--- config.mk ---
export PLATFORM = sky130hd
export DESIGN_NAME = voxel_frame_sequencer_flat
export DESIGN_NICKNAME = d
export VERILOG_FILES = /design/src/rtl/voxel_seq_pkg.sv /design/src/rtl/voxel_frame_sequencer_if.sv /design/src/rtl/voxel_cam_shadow.sv /design/src/rtl/voxel_frame_sequencer.sv /design/src/flat_wrapper.sv
export SDC_FILE = /design/constraint.sdc
export NUM_CORES = 1
export LEC_CHECK = 0
export CORE_MARGIN = 5
export CORE_UTILIZATION = 48
export CTS_BUF_LIST = sky130_fd_sc_hd__clkbuf_4
export DETAILED_ROUTE_END_ITERATION = 12
export PLACE_DENSITY = 0.78
export SLEW_MARGIN = 5
export SYNTH_ARGS = -nofsm -noshare
export SYNTH_HDL_FRONTEND = slang
export SYNTH_SLANG_ARGS = --single-unit
--- constraint.sdc ---
create_clock -name clk -period 3.7 [get_ports clk]
set_clock_uncertainty 0.15 [all_clocks]
set_input_delay 0.555 -clock clk [delete_from_list [all_inputs] [get_ports clk]]
set_output_delay 0.555 -clock clk [all_outputs]
set_load 0.05 [all_outputs]
--- src/rtl/voxel_seq_pkg.sv ---
// Shared types and reset constants for the voxel frame sequencer.
// Camera components are signed fixed-point with 8 fractional bits.
package voxel_seq_pkg;

  typedef enum logic [2:0] {
    ST_IDLE       = 3'd0,
    ST_WORLD_KICK = 3'd1,
    ST_WORLD_WAIT = 3'd2,
    ST_READY      = 3'd3,
    ST_FRAME_KICK = 3'd4,
    ST_FRAME_WAIT = 3'd5,
    ST_GAP        = 3'd6
  } seq_state_t;

  // Reset constants are 16-bit and sign-extended/truncated to CAM_W where used.
  localparam int CAM_RST_W = 16;
  localparam logic [2:0][CAM_RST_W-1:0] CAM_POS_RST   = {16'd2560, 16'd2560, 16'd2560};
  localparam logic [2:0][CAM_RST_W-1:0] CAM_DIR_RST   = {16'd0, 16'd0, 16'd256};
  localparam logic [1:0][CAM_RST_W-1:0] CAM_PLANE_RST = {16'd170, 16'd0};

  function automatic int eff_gap(input int g);
    return (g < 1) ? 1 : g;
  endfunction

endpackage

--- src/rtl/voxel_frame_sequencer_if.sv ---
// Handshake and camera bus between the sequencer and the world/raycaster engines.
interface voxel_frame_sequencer_if #(parameter int CAM_W = 16);
  logic                  world_start;
  logic                  world_done;
  logic                  core_start;
  logic                  core_busy;
  logic                  core_done;
  logic [2:0][CAM_W-1:0] cam_pos;
  logic [2:0][CAM_W-1:0] cam_dir;
  logic [1:0][CAM_W-1:0] cam_plane;

  modport master (
    output world_start, core_start, cam_pos, cam_dir, cam_plane,
    input  world_done, core_busy, core_done
  );

  modport slave (
    input  world_start, core_start, cam_pos, cam_dir, cam_plane,
    output world_done, core_busy, core_done
  );
endinterface

--- src/rtl/voxel_cam_shadow.sv ---
// Double-buffered camera: host commits land in the shadow, the active set
// only moves on a frame load, and only when a commit is pending.
module voxel_cam_shadow
  import voxel_seq_pkg::*;
#(
  parameter int CAM_W = 16
) (
  input  logic                  clk,
  input  logic                  rst_n,
  input  logic                  i_commit,
  input  logic                  i_load,
  input  logic [2:0][CAM_W-1:0] i_pos,
  input  logic [2:0][CAM_W-1:0] i_dir,
  input  logic [1:0][CAM_W-1:0] i_plane,
  output logic [2:0][CAM_W-1:0] o_pos,
  output logic [2:0][CAM_W-1:0] o_dir,
  output logic [1:0][CAM_W-1:0] o_plane
);

  function automatic logic [2:0][CAM_W-1:0] ext3(input logic [2:0][CAM_RST_W-1:0] v);
    logic [2:0][CAM_W-1:0] r;
    for (int i = 0; i < 3; i++) r[i] = CAM_W'($signed(v[i]));
    return r;
  endfunction

  function automatic logic [1:0][CAM_W-1:0] ext2(input logic [1:0][CAM_RST_W-1:0] v);
    logic [1:0][CAM_W-1:0] r;
    for (int i = 0; i < 2; i++) r[i] = CAM_W'($signed(v[i]));
    return r;
  endfunction

  localparam logic [2:0][CAM_W-1:0] POS_RST   = ext3(CAM_POS_RST);
  localparam logic [2:0][CAM_W-1:0] DIR_RST   = ext3(CAM_DIR_RST);
  localparam logic [1:0][CAM_W-1:0] PLANE_RST = ext2(CAM_PLANE_RST);

  logic [2:0][CAM_W-1:0] r_sh_pos, r_sh_dir, r_act_pos, r_act_dir;
  logic [1:0][CAM_W-1:0] r_sh_plane, r_act_plane;
  logic                  r_pend;

  // On a same-cycle commit+load the active set takes the old shadow and the
  // fresh commit stays pending for the following frame.
  always_ff @(posedge clk or negedge rst_n) begin
    if (!rst_n) begin
      r_sh_pos    <= POS_RST;
      r_sh_dir    <= DIR_RST;
      r_sh_plane  <= PLANE_RST;
      r_act_pos   <= POS_RST;
      r_act_dir   <= DIR_RST;
      r_act_plane <= PLANE_RST;
      r_pend      <= 1'b0;
    end else begin
      if (i_load && r_pend) begin
        r_act_pos   <= r_sh_pos;
        r_act_dir   <= r_sh_dir;
        r_act_plane <= r_sh_plane;
      end
      if (i_commit) begin
        r_sh_pos   <= i_pos;
        r_sh_dir   <= i_dir;
        r_sh_plane <= i_plane;
        r_pend     <= 1'b1;
      end else if (i_load) begin
        r_pend     <= 1'b0;
      end
    end
  end

  assign o_pos   = r_act_pos;
  assign o_dir   = r_act_dir;
  assign o_plane = r_act_plane;

endmodule

--- src/rtl/voxel_frame_sequencer.sv ---
// Sequences world builds and raycaster frames: pending requests, frame gap,
// frame counter and per-frame watchdog.
module voxel_frame_sequencer
  import voxel_seq_pkg::*;
#(
  parameter int CAM_W          = 16,
  parameter int GAP_CYCLES     = 16,
  parameter int TIMEOUT_CYCLES = 2000000,
  parameter int FCNT_W         = 32
) (
  input  logic                  clk,
  input  logic                  rst_n,
  input  logic                  i_run,
  input  logic                  i_step,
  input  logic                  i_regen,
  input  logic [2:0][CAM_W-1:0] i_host_cam_pos,
  input  logic [2:0][CAM_W-1:0] i_host_cam_dir,
  input  logic [1:0][CAM_W-1:0] i_host_cam_plane,
  input  logic                  i_host_cam_commit,
  input  logic                  i_err_clear,
  voxel_frame_sequencer_if.master bus,
  output logic                  o_world_ready,
  output logic [FCNT_W-1:0]     o_frame_count,
  output logic                  o_timeout_err,
  output logic [2:0]            o_seq_state
);

  localparam int GAP_EFF = eff_gap(GAP_CYCLES);
  localparam int GW      = (GAP_EFF < 2) ? 1 : $clog2(GAP_EFF);
  localparam int TW      = (TIMEOUT_CYCLES < 2) ? 1 : $clog2(TIMEOUT_CYCLES);

  seq_state_t        r_state, w_nxt;
  logic              r_live;
  logic              r_step_pend, r_regen_pend;
  logic [GW-1:0]     r_gap;
  logic [TW-1:0]     r_wdog;
  logic              r_world_ready, r_timeout_err;
  logic [FCNT_W-1:0] r_frame_count;
  logic              w_world_start, w_core_start, w_frame_done, w_timeout, w_regen_take;

  // r_live holds WORLD_KICK for one clock after reset so the start pulse
  // never appears while rst_n is low.
  always_comb begin
    w_nxt         = r_state;
    w_world_start = 1'b0;
    w_core_start  = 1'b0;
    w_frame_done  = 1'b0;
    w_timeout     = 1'b0;
    w_regen_take  = 1'b0;
    case (r_state)
      ST_IDLE:       w_nxt = ST_READY;
      ST_WORLD_KICK: if (r_live) begin
                       w_world_start = 1'b1;
                       w_nxt         = ST_WORLD_WAIT;
                     end
      ST_WORLD_WAIT: if (bus.world_done) w_nxt = ST_READY;
      ST_READY:      if (r_regen_pend) begin
                       w_regen_take = 1'b1;
                       w_nxt        = ST_WORLD_KICK;
                     end else if ((i_run || r_step_pend) && !bus.core_busy) begin
                       w_nxt = ST_FRAME_KICK;
                     end
      ST_FRAME_KICK: begin
                       w_core_start = 1'b1;
                       w_nxt        = ST_FRAME_WAIT;
                     end
      ST_FRAME_WAIT: if (bus.core_done) begin
                       w_frame_done = 1'b1;
                       w_nxt        = ST_GAP;
                     end else if (r_wdog == TW'(TIMEOUT_CYCLES - 1)) begin
                       w_timeout = 1'b1;
                       w_nxt     = ST_GAP;
                     end
      ST_GAP:        if (r_gap == GW'(GAP_EFF - 1)) w_nxt = ST_READY;
      default:       w_nxt = ST_IDLE;
    endcase
  end

  always_ff @(posedge clk or negedge rst_n) begin
    if (!rst_n) begin
      r_state <= ST_WORLD_KICK;
      r_live  <= 1'b0;
    end else begin
      r_state <= w_nxt;
      r_live  <= 1'b1;
    end
  end

  // New requests win over same-cycle consumption so none are lost.
  always_ff @(posedge clk or negedge rst_n) begin
    if (!rst_n) begin
      r_step_pend  <= 1'b0;
      r_regen_pend <= 1'b0;
    end else begin
      if (i_step)            r_step_pend  <= 1'b1;
      else if (w_core_start) r_step_pend  <= 1'b0;
      if (i_regen)           r_regen_pend <= 1'b1;
      else if (w_regen_take) r_regen_pend <= 1'b0;
    end
  end

  always_ff @(posedge clk or negedge rst_n) begin
    if (!rst_n) begin
      r_gap         <= '0;
      r_wdog        <= '0;
      r_world_ready <= 1'b0;
      r_timeout_err <= 1'b0;
      r_frame_count <= '0;
    end else begin
      r_gap  <= (r_state == ST_GAP) ? r_gap + GW'(1) : '0;
      if (w_core_start)                  r_wdog <= '0;
      else if (r_state == ST_FRAME_WAIT) r_wdog <= r_wdog + TW'(1);
      if (w_world_start)                                 r_world_ready <= 1'b0;
      else if (r_state == ST_WORLD_WAIT && bus.world_done) r_world_ready <= 1'b1;
      if (w_timeout)        r_timeout_err <= 1'b1;
      else if (i_err_clear) r_timeout_err <= 1'b0;
      if (w_frame_done) r_frame_count <= r_frame_count + FCNT_W'(1);
    end
  end

  voxel_cam_shadow #(.CAM_W(CAM_W)) u_cam (
    .clk      (clk),
    .rst_n    (rst_n),
    .i_commit (i_host_cam_commit),
    .i_load   (w_core_start),
    .i_pos    (i_host_cam_pos),
    .i_dir    (i_host_cam_dir),
    .i_plane  (i_host_cam_plane),
    .o_pos    (bus.cam_pos),
    .o_dir    (bus.cam_dir),
    .o_plane  (bus.cam_plane)
  );

  assign bus.world_start   = w_world_start;
  assign bus.core_start    = w_core_start;
  assign o_world_ready     = r_world_ready;
  assign o_frame_count     = r_frame_count;
  assign o_timeout_err     = r_timeout_err;
  assign o_seq_state       = r_state;

endmodule

--- src/flat_wrapper.sv ---
// flat-port wrapper written by rule: the top's interface ports become plain ports
module voxel_frame_sequencer_flat import voxel_seq_pkg::*;
#(
  parameter int CAM_W          = 16,
  parameter int GAP_CYCLES     = 16,
  parameter int TIMEOUT_CYCLES = 2000000,
  parameter int FCNT_W         = 32
)
  (clk, rst_n, i_run, i_step, i_regen, i_host_cam_pos, i_host_cam_dir, i_host_cam_plane, i_host_cam_commit, i_err_clear, o_world_ready, o_frame_count, o_timeout_err, o_seq_state, bus_world_start, bus_core_start, bus_cam_pos, bus_cam_dir, bus_cam_plane, bus_world_done, bus_core_busy, bus_core_done);
  voxel_frame_sequencer_if #(.CAM_W(CAM_W)) bus_i ();
  input  logic clk;
  input  logic rst_n;
  input  logic i_run;
  input  logic i_step;
  input  logic i_regen;
  input  logic [2:0][CAM_W-1:0] i_host_cam_pos;
  input  logic [2:0][CAM_W-1:0] i_host_cam_dir;
  input  logic [1:0][CAM_W-1:0] i_host_cam_plane;
  input  logic i_host_cam_commit;
  input  logic i_err_clear;
  output logic o_world_ready;
  output logic [FCNT_W-1:0] o_frame_count;
  output logic o_timeout_err;
  output logic [2:0] o_seq_state;
  output wire logic [$bits(bus_i.world_start)-1:0] bus_world_start;
  output wire logic [$bits(bus_i.core_start)-1:0] bus_core_start;
  output wire logic [$bits(bus_i.cam_pos)-1:0] bus_cam_pos;
  output wire logic [$bits(bus_i.cam_dir)-1:0] bus_cam_dir;
  output wire logic [$bits(bus_i.cam_plane)-1:0] bus_cam_plane;
  input wire logic [$bits(bus_i.world_done)-1:0] bus_world_done;
  input wire logic [$bits(bus_i.core_busy)-1:0] bus_core_busy;
  input wire logic [$bits(bus_i.core_done)-1:0] bus_core_done;
  assign bus_world_start = bus_i.world_start;
  assign bus_core_start = bus_i.core_start;
  assign bus_cam_pos = bus_i.cam_pos;
  assign bus_cam_dir = bus_i.cam_dir;
  assign bus_cam_plane = bus_i.cam_plane;
  assign bus_i.world_done = bus_world_done;
  assign bus_i.core_busy = bus_core_busy;
  assign bus_i.core_done = bus_core_done;
  voxel_frame_sequencer #(.CAM_W(CAM_W), .GAP_CYCLES(GAP_CYCLES), .TIMEOUT_CYCLES(TIMEOUT_CYCLES), .FCNT_W(FCNT_W)) u_core (.clk(clk), .rst_n(rst_n), .i_run(i_run), .i_step(i_step), .i_regen(i_regen), .i_host_cam_pos(i_host_cam_pos), .i_host_cam_dir(i_host_cam_dir), .i_host_cam_plane(i_host_cam_plane), .i_host_cam_commit(i_host_cam_commit), .i_err_clear(i_err_clear), .bus(bus_i), .o_world_ready(o_world_ready), .o_frame_count(o_frame_count), .o_timeout_err(o_timeout_err), .o_seq_state(o_seq_state));
endmodule
Word level (Yosys, flattened, before mapping)
Index checks and enable logic that the tools add are counted.
{"block": "word_totals", "reg_bits": 322, "input_bits": 138, "out_inout_bits": 167, "wordCells": 85}
{"block": "classes", "eq_ne": 13, "n_reduce_logical": 13, "add_sub_neg": 3, "muxes": 30}
{"op": "$mux 21", "count": 2}
{"op": "$add 32x1->32 const B", "count": 1}
{"op": "$add 21x1->21 const B", "count": 1}
{"op": "$eq 21x21->1 const B", "count": 1}
{"op": "$mux 3", "count": 7}
{"op": "$pmux 3 s7", "count": 1}
{"op": "$mux 1", "count": 19}
{"op": "$reduce_bool 2->1", "count": 6}
{"op": "$eq 3x3->1 const B", "count": 3}
{"op": "$eq 3x2->1 const B", "count": 2}
{"op": "$reduce_and 5->1", "count": 1}
{"op": "$add 4x1->4 const B", "count": 1}
{"op": "$eq 4x4->1 const B", "count": 1}
{"op": "$mux 4", "count": 1}
{"op": "$ne 2x1->1 const B", "count": 2}
{"op": "$eq 3x1->1 const B", "count": 1}
{"op": "$logic_and 1x1->1", "count": 3}
{"op": "$logic_not 3->1", "count": 1}
{"op": "$ne 3x1->1 const B", "count": 1}
{"op": "$ne 3x2->1 const B", "count": 1}
{"op": "$ne 2x2->1 const B", "count": 1}
{"op": "$logic_not 1->1", "count": 1}
{"op": "$logic_or 1x1->1", "count": 1}

Longest topological paths before layout
Gate-level depths: netlist (run 1).
{"block": "depth", "word_depth": 5, "depth_mapped": 9, "mapped_depth_nobuf": 6}

Modules after synthesis
A second synthesis (run 1) with hierarchy kept.
{"block": "hier_totals", "cells_unflattened": 872, "hier_area_um2": 13419.1}
{"mod": "voxel_cam_shadow", "cells_each": 544, "seq_area_each_um2": 6458.7, "instances": 1, "area_each_um2": 10164.7}
{"mod": "voxel_frame_sequencer", "cells_each": 328, "seq_area_each_um2": 1627.8, "instances": 1, "area_each_um2": 3254.4}

Least setup slack after synthesis (run 1)
Ideal clock, no wire load.
{"block": "synth_timing", "path_kind": "reg2out", "startpoint": "register u_core.r_state[0], in the netlist u_core.o_seq_state[0]", "endpoint": "output port bus_world_start", "path_stages_with_launch": 3, "required_ns": 2.995, "setup_slack_ns": 0.803, "n_path_buf": 1, "arrival_time_ns": 2.192, "cell_sequence": "dfstp_2 -> clkbuf_1 -> nor3b_1"}
{"block": "synth_between", "elab_chain_len": 2}
{"item": "from (decl)", "line_no": "voxel_frame_sequencer.sv:32", "rtl": "seq_state_t r_state, w_nxt;"}
{"item": "from (signal assigned)", "line_no": "voxel_frame_sequencer.sv:84", "rtl": "r_state <= w_nxt;"}
{"item": "$eq 3x1->1", "line_no": "voxel_frame_sequencer.sv:50", "rtl": "case (r_state)"}
{"item": "$mux 1", "line_no": "voxel_frame_sequencer.sv:50"}
{"item": "to (decl)", "line_no": "flat_wrapper.sv:25", "rtl": "output wire logic [$bits(bus_i.world_start)-1:0] bus_world_start;"}
No other way between the ends.

Final worst setup path (run 1)
{"block": "layout_timing", "startpoint": "register u_core.r_state[2], in the netlist u_core.o_seq_state[2]", "endpoint": "output port bus_core_start"}
{"block": "layout_between", "elab_chain_len": 2}
{"item": "$eq 3x3->1", "line_no": "voxel_frame_sequencer.sv:50"}
{"item": "$mux 1", "line_no": "voxel_frame_sequencer.sv:50"}
{"item": "to (decl)", "line_no": "flat_wrapper.sv:26", "rtl": "output wire logic [$bits(bus_i.core_start)-1:0] bus_core_start;"}
No other way between the ends.

==> results of run 1 <==
-- power by group --
part / internal [mW] / switching (mW)
Combinational: 1.84 / 3.02
Sequential: 4.34 / 0.454
Clock: 1.77 / 1.40
Total: 7.95 / 4.88
-- cells by family (layout without fill, tap and decap cells) --
| group | Yosys count | in the layout | synth area share |
|---|---|---|---|
| flops | 322 | 322 | 0.628 |
| fa+ha+maj | 3 | 3 | 0.00291 |
| other cells | 1 | 3 | 0.000291 |
| xor+xnor | 41 | 41 | 0.0279 |
| simple gates | 153 | 153 | 0.0711 |
| buf+inv | 49 | 477 | 0.0244 |
| compound gates | 37 | 37 | 0.0195 |
| mux | 259 | 259 | 0.226 |
-- cell usage after synthesis, types with 10 or more instances --
library cell  number  area [um^2]
dfrtp_1          299         7480
mux2_2           247         2780
nor2_1            26         97.6
dfstp_2           23          604
nand2_1           23         86.3
xor2_1            23          201
nand4_1           22          138
clkbuf_1          18         67.6
xnor2_1           18          158
buf_6             16          180
nand3_1           16         80.1
and3_1            10         62.6
mux2_1            10          113
-- flip-flops by register name (all words and copies together), names as in the netlist --
signal                   flops
u_core.u_cam.o_plane        32
u_core.u_cam.o_pos          48
u_core.r_regen_pend          1
u_core.o_seq_state           3
u_core.u_cam.r_sh_dir       48
u_core.r_wdog               21
u_core.r_gap                 4
u_core.u_cam.r_sh_plane     32
u_core.o_frame_count        32
u_core.r_step_pend           1
u_core.u_cam.o_dir          48
u_core.u_cam.r_pend          1
u_core.u_cam.r_sh_pos       48
u_core.o_timeout_err         1
u_core.o_world_ready         1
u_core.r_live                1
-- metrics by stage --
stage	instances	power, mW	instance area (um^2)	utilization	setup slack [ns]
global placement	1480	9.66	16200	0.607	0.630
CTS	1634	13.0	17400	0.650	0.141
detailed placement	1480	9.76	16200	0.607	0.591
global route	1636	13.5	17400	0.650	0.000677
finish	1636	12.8	17400	0.650	0.219
floorplan	865	7.94	12900	-	0.803
-- worst min-delay path by stage --
stage	to	startpoint	cells past startpoint	slack, ns
floorplan	u_core.o_frame_count[0]$_DFFE_PN0P_	rst_n	0	0.11
global placement	u_core.r_gap[0]$_DFF_PN0_	u_core.r_gap[0]$_DFF_PN0_	1	0.30
detailed placement	u_core.r_gap[0]$_DFF_PN0_	u_core.r_gap[0]$_DFF_PN0_	1	0.32
CTS	u_core.r_regen_pend$_DFFE_PN0P_	i_regen	2	0.25
global route	u_core.r_regen_pend$_DFFE_PN0P_	i_regen	2	0.27
finish	u_core.u_cam.r_sh_pos[18]$_DFFE_PN0P_	rst_n	2	0.32
-- what timing repair did --
| action | CTS | global route |
|---|---|---|
| resized for setup | 1 | 1 |
| endpoints found under the setup margin | 1 | 1 |
| endpoints found under the hold margin | 78 | 0 |
| hold buffers | 1 | 0 |
-- layer usage --
| layer | vias up | routed length (um) | share of wire | GRT usage |
|---|---|---|---|---|
| met4 | 4 | 534 | 0.018 | 0.0554 |
| met3 | 44 | 2700 | 0.089 | 0.0803 |
| met1 | 4236 | 12700 | 0.42 | 0.258 |
| li1 | 3891 | - | - | - |
| met5 | - | 27 | 0.00089 | 0 |
| met2 | 327 | 14300 | 0.47 | 0.320 |
-- critical path, cell delays in order, from the launching register on --
cell and delay (ns):
dfrtp_1 0.56, nand2b_1 0.26, or2_1 0.39, inv_2 0.33, clkdlybuf4s15_1 0.59
-- cell type report --
type	count	area, um^2	share of cell area
diodes	2	5.00	0.000288
multi-input cells	494	4480	0.258
repair buffers	316	3210	0.185
flip-flops and latches	322	8090	0.465
well taps	341	427	0.0245
inverters	8	30.0	0.00173
clock inverters	13	88.8	0.00511
clock buffers	140	1050	0.0605
==> results.ini, run 1 <==
[pwr]
ir_drop_mv = 0.467
cellPowerDensity_nw_per_um2 = 738
p_leak_nw = 7.64

[setup_path]
worstPathRequired_ns = 2.99
timing.rr.start = u_core.o_seq_state[2]$_DFFE_PN0P_
rrSetupSlack_ns = 0.66
setup.worst_path.end = bus_core_start
ff2ff_path_depth = 6
endpoint_kind = output pin
cp.arrival_ns = 2.78
crit_fanout = 20
start_kind = flip-flop
crit_start = u_core.o_seq_state[2]$_DFFE_PN0P_
crit_type = flip-flop to output pin
r2r-end = u_core.u_cam.o_dir[47]$_DFFE_PN0P_

[yosys]
synth-edff-count = 0
ys_types = 62
syn_area_per_cell_um2 = 14.9
synth_seq_cells = 322
synth_ff_type = dfrtp_1
synthArstFlopShare = 1.00
synth_fp_nets = 1006
ys.warnings.count = 0
netlist_area_um2 = 12900
synthCells = 865
seq_area_frac_synth = 0.628

[cts]
cts_buffers = 84
clk_latency_ns = 0.66
clk_pin_slew_ns = 0.07
cts.path.max_buffers = 3
clock_sinks = 322
root_buffer = clkbuf_4
postCtsSetupRepairBufs = 0
cts_tree = done
cts_max_level = 3

[drt]
wl_per_cell_um = 18.5
viasPerCell = 5.20
detail-route-antenna-nets = 0
dr.pass1.iters = 4
totalWireLength_mm = 30.3
vias = 8502
drt_iter0_markers = 342
route.detailed.drc = 0

[sta]
timing.slew.headroom = 0.537
fin_crit_ns = 3.48
fmax_mhz = 287
layout_worst_path_cycle_share = 0.941
hold_slack_ns = 0.322
setup_viol = 0
slew_violations = 0
hold_violations = 0
worst_slew_pin_slew_ns = 0.695
setup-tns-final_ns = 0
rsz0062_at_grt = false

[cells_and_area]
nNetsFinal = 1367
layout-drive-gt1-share = 0.342
nFillCells = 1965
layout_commonest_cell = clkdlybuf4s50_1
layout_common_cells = 301 x clkdlybuf4s50_1, 299 x dfrtp_1, 247 x mux2_2
syn_to_final_growth_pct = 34.9

[floorplanning]
dieArea_um2 = 30200
num_rows = 60
start_util = 0.482
ios = 305
die_y_um = 174
dieWidth_um = 174
coreArea_um2 = 26700

[grt]
grt_pass1_vias = 9191
grt_max_degree = 86
grt_pass1_wl_mm = 49.4
grt_use_total = 0.201
antenna_found_initial = 4
grt-ovfl-total = 0

[place]
gp_congestion = 0.842
dp_hpwl_mm = 21.2
port-buffer-count = 304

[hold_path]
hold_path_class = input pin to asynchronous set/reset pin

[flow_run]
cap_violations = 0

[outcome]
status = complete, no violations

(Power assumes the default switching activity.)
==> inputs of run 2 (changes only) <==
- ABC_AREA: default -> 1
- CORE_UTILIZATION: 48 -> 47
- PLACE_DENSITY: 0.78 -> 0.79
- clock period: 3.7 -> 2.9 ns (I/O delays scaled with it)
==> run 2 against run 1 <==
  * Sequential cell count unchanged
  * Die area increased by 4.0%
  * Synthesized cell count increased by 63%
  * Non-clock buffer count increased by 8
  * Clock power increased by 22%
  * Design area increased by 1.2%
  * Critical endpoint is now o_seq_state[2]
  * Largest cell class unchanged
  * Largest power group is now registers
==> results.ini, run 2 <==
[setup_path]
timing.rr.start = u_core.o_seq_state[2]$_DFFE_PN0P_
slowest_delay_ns = 0.90  ; +0.31 ns
crit_slowest_cell = clkdlybuf4s50_1
cp.arrival_ns = 2.13  ; -0.65 ns
crit_fanout = 8  ; -60%
start_kind = flip-flop
endpoint_kind = output pin
ff2ff_path_depth = 8  ; +2
crit_start = u_core.o_seq_state[2]$_DFFE_PN0P_
crit_type = flip-flop to output pin
crit_path_cell_trace = clkdlybuf4s50_1
cp_num_buf_inv = 1  ; -1
crit_family = buffers and inverters
worst-path-stages = 1  ; -3
worstPathRequired_ns = 2.32  ; -0.67 ns

[yosys]
seq_area_frac_synth = 0.615  ; -0.0127
synth_area_leaders = dfrtp_1 57%, nand2_1 11%, o21ai_0 5.8%
synth_commonest_cells = 371 x nand2_1, 299 x dfrtp_1, 189 x inv_1
syn_area_per_cell_um2 = 9.35  ; -37%
synth_seq_cells = 322  ; unchanged
ys.warnings.count = 0  ; unchanged
synthArstFlopShare = 1.00  ; unchanged
synth_fp_nets = 1547  ; +54%
netlist_area_um2 = 13100  ; +2.1%
ys_types = 40  ; -35%
synth.top_cell.area_share = 0.569  ; -0.0117
synth-edff-count = 0  ; unchanged
synth_top_area_cell = dfrtp_1
synthCells = 1406  ; +63%
synth_most_common_cell = nand2_1
synth_ff_type = dfrtp_1

[sta]
timing.slew.headroom = 0.549  ; +0.0128
worst_slew_pin_slew_ns = 0.676  ; -0.0191 ns
layout_worst_path_cycle_share = 0.936
fin_crit_ns = 2.72
setup-tns-final_ns = 0  ; unchanged
hold_violations = 0  ; unchanged
rsz0062_at_grt = false
setup_viol = 0  ; unchanged
fmax_mhz = 368
slew_violations = 0  ; unchanged

[drt]
dr.pass1.iters = 5  ; +1
wl_per_cell_um = 14.8  ; -20%
vias = 10700  ; +26%
viasPerCell = 4.87  ; -6.3%
detail-route-antenna-nets = 0  ; unchanged
totalWireLength_mm = 32.5  ; +7.4%
drt_iter0_markers = 652  ; +91%
route.detailed.drc = 0  ; unchanged

[pwr]
cellPowerDensity_nw_per_um2 = 853  ; +16%
pwr-share-seq = 0.390  ; +0.016
power.switching_mw = 5.85  ; +20%
ir_drop_mv = 0.557  ; +19%
p_comb_frac = 0.352  ; -0.027
internal_power_mw = 9.15  ; +15%
p_clk_frac = 0.257  ; +0.010
p_leak_nw = 8.32  ; +8.8%
swShare = 0.390  ; +0.00998

[floorplanning]
ios = 305  ; unchanged
coreArea_um2 = 27700  ; +3.7%
dieArea_um2 = 31400  ; +4.0%
num_rows = 61  ; +1.7%
dieWidth_um = 177  ; +2.0%
die_y_um = 177  ; +2.0%
start_util = 0.475  ; -0.00747

[place]
gp_congestion = 0.866  ; +2.8%
dp_hpwl_mm = 22.8  ; +7.6%
detailed_place.area_um2 = 16500  ; +1.6%
port-buffer-count = 304  ; unchanged

[cts]
root_buffer = clkbuf_4
clk_latency_ns = 0.68  ; +0.02 ns
cts_max_level = 3  ; unchanged
clk_pin_slew_ns = 0.07  ; about the same
clock_sinks = 322  ; unchanged
cts_tree = done
cts_buffers = 86  ; +2.4%
cts.path.max_buffers = 3  ; unchanged

[cells_and_area]
syn_to_final_growth_pct = 33.8
nNetsFinal = 1899  ; +39%
layout_common_cells = 371 x nand2_1, 299 x clkdlybuf4s50_1, 299 x dfrtp_1
layout_commonest_cell = nand2_1
layout-drive-gt1-share = 0.111  ; -0.231
fin_area_um2 = 17600  ; +1.2%

[grt]
grt_use_total = 0.207  ; +0.00591
antenna_found_initial = 1  ; -3
grt_pass1_wl_mm = 53.5  ; +8.3%
grt-ovfl-total = 0  ; unchanged
grt_max_degree = 93  ; +8.1%
grt_pass1_vias = 11000  ; +20%

[hold_path]
hp-start = i_host_cam_pos[9]
holdPathStages = 3
hold_path_class = input pin to flip-flop

[outcome]
status = complete, no violations

[flow_run]
cap_violations = 0  ; unchanged

==> run 2: power groups by stage <==
stage	clock, mW	sequential [mW]	combinational (mW)
detailed placement	0	5.92	5.32
floorplan	0	8.13	1.11
global route	4.25	5.96	5.60
CTS	3.99	5.85	5.33
finish	3.86	5.85	5.29
global placement	0	5.89	5.22
==> run 2: worst paths after layout <==
kind,endpoint,slack [ns]
setup / recovery,o_seq_state[2],0.18
hold / removal,u_core.u_cam.r_sh_pos[9]$_DFFE_PN1P_,0.15
setup reg to reg,u_core.u_cam.o_dir[0]$_DFFE_PN0P_,0.52
hold reg to reg,u_core.u_cam.o_pos[11]$_DFFE_PN1P_,0.30
max in group asynchronous,u_core.u_cam.r_sh_pos[11]$_DFFE_PN1P_,1.56
min in group asynchronous,u_core.u_cam.o_pos[35]$_DFFE_PN0P_,0.20
==> run 2: per-stage QoR <==
step	total power [mW]	hold WS [ns]	std cells	worst slack, ns	utilization
after floorplan	9.23	-0.0106	1406	0.245	-
after global placement	11.1	0.297	2046	0.481	0.595
after detailed placement	11.2	0.312	2046	0.456	0.595
after CTS	15.2	0.0615	2199	0.0101	0.635
after global routing	15.8	0.0908	2200	0.0512	0.635
final	15.0	0.153	2200	0.184	0.635
==> run 2: area by class of cell <==
class / count / area [um^2]
diodes: 1 / 2.50
well taps: 378 / 473
repair buffers: 324 / 3300
fillers: 2225 / 10100
clock inverters: 27 / 146
inverters: 192 / 721
flip-flops and latches: 322 / 8090
clock buffers: 124 / 931
multi-input cells: 832 / 3930
==> run 2: cells by family after synthesis <==
group | synth area share
DFF | 0.615
AOI/OAI and AO/OA | 0.115
xor gates and xnor gates | 0.0160
other | 0.000285
adders and majority gates | 0.00286
buffers and inverters | 0.0868
and+or+nand+nor | 0.164
==> run 2: what timing repair did <==
action | CTS | global route
setup endpoints to repair | 2 | 1
hold endpoints to repair | 78 | 0
setup buffers | 0 | 0
gates resized for setup | 3 | 2
hold buffers | 2 | 0
==> run 2: per-layer routing <==
layer  wire (um)  part of all wire  global-route usage  vias to the layer above
li1            -                 -                   -                     5198
met1       13600              0.42               0.264                     5080
met2       15400              0.47               0.340                      375
met3        2820             0.087              0.0568                       59
met4         774             0.024              0.0783                        0
met5           0                 0                   0                        -
==> run 2: worst min-delay path, delay by kind of cell <==
family | cells | cell delay [ns]
and+or+nand+nor | 1 | 0.06
AOI/OAI and AO/OA | 1 | 0.08
buffers and inverters | 1 | 0.39
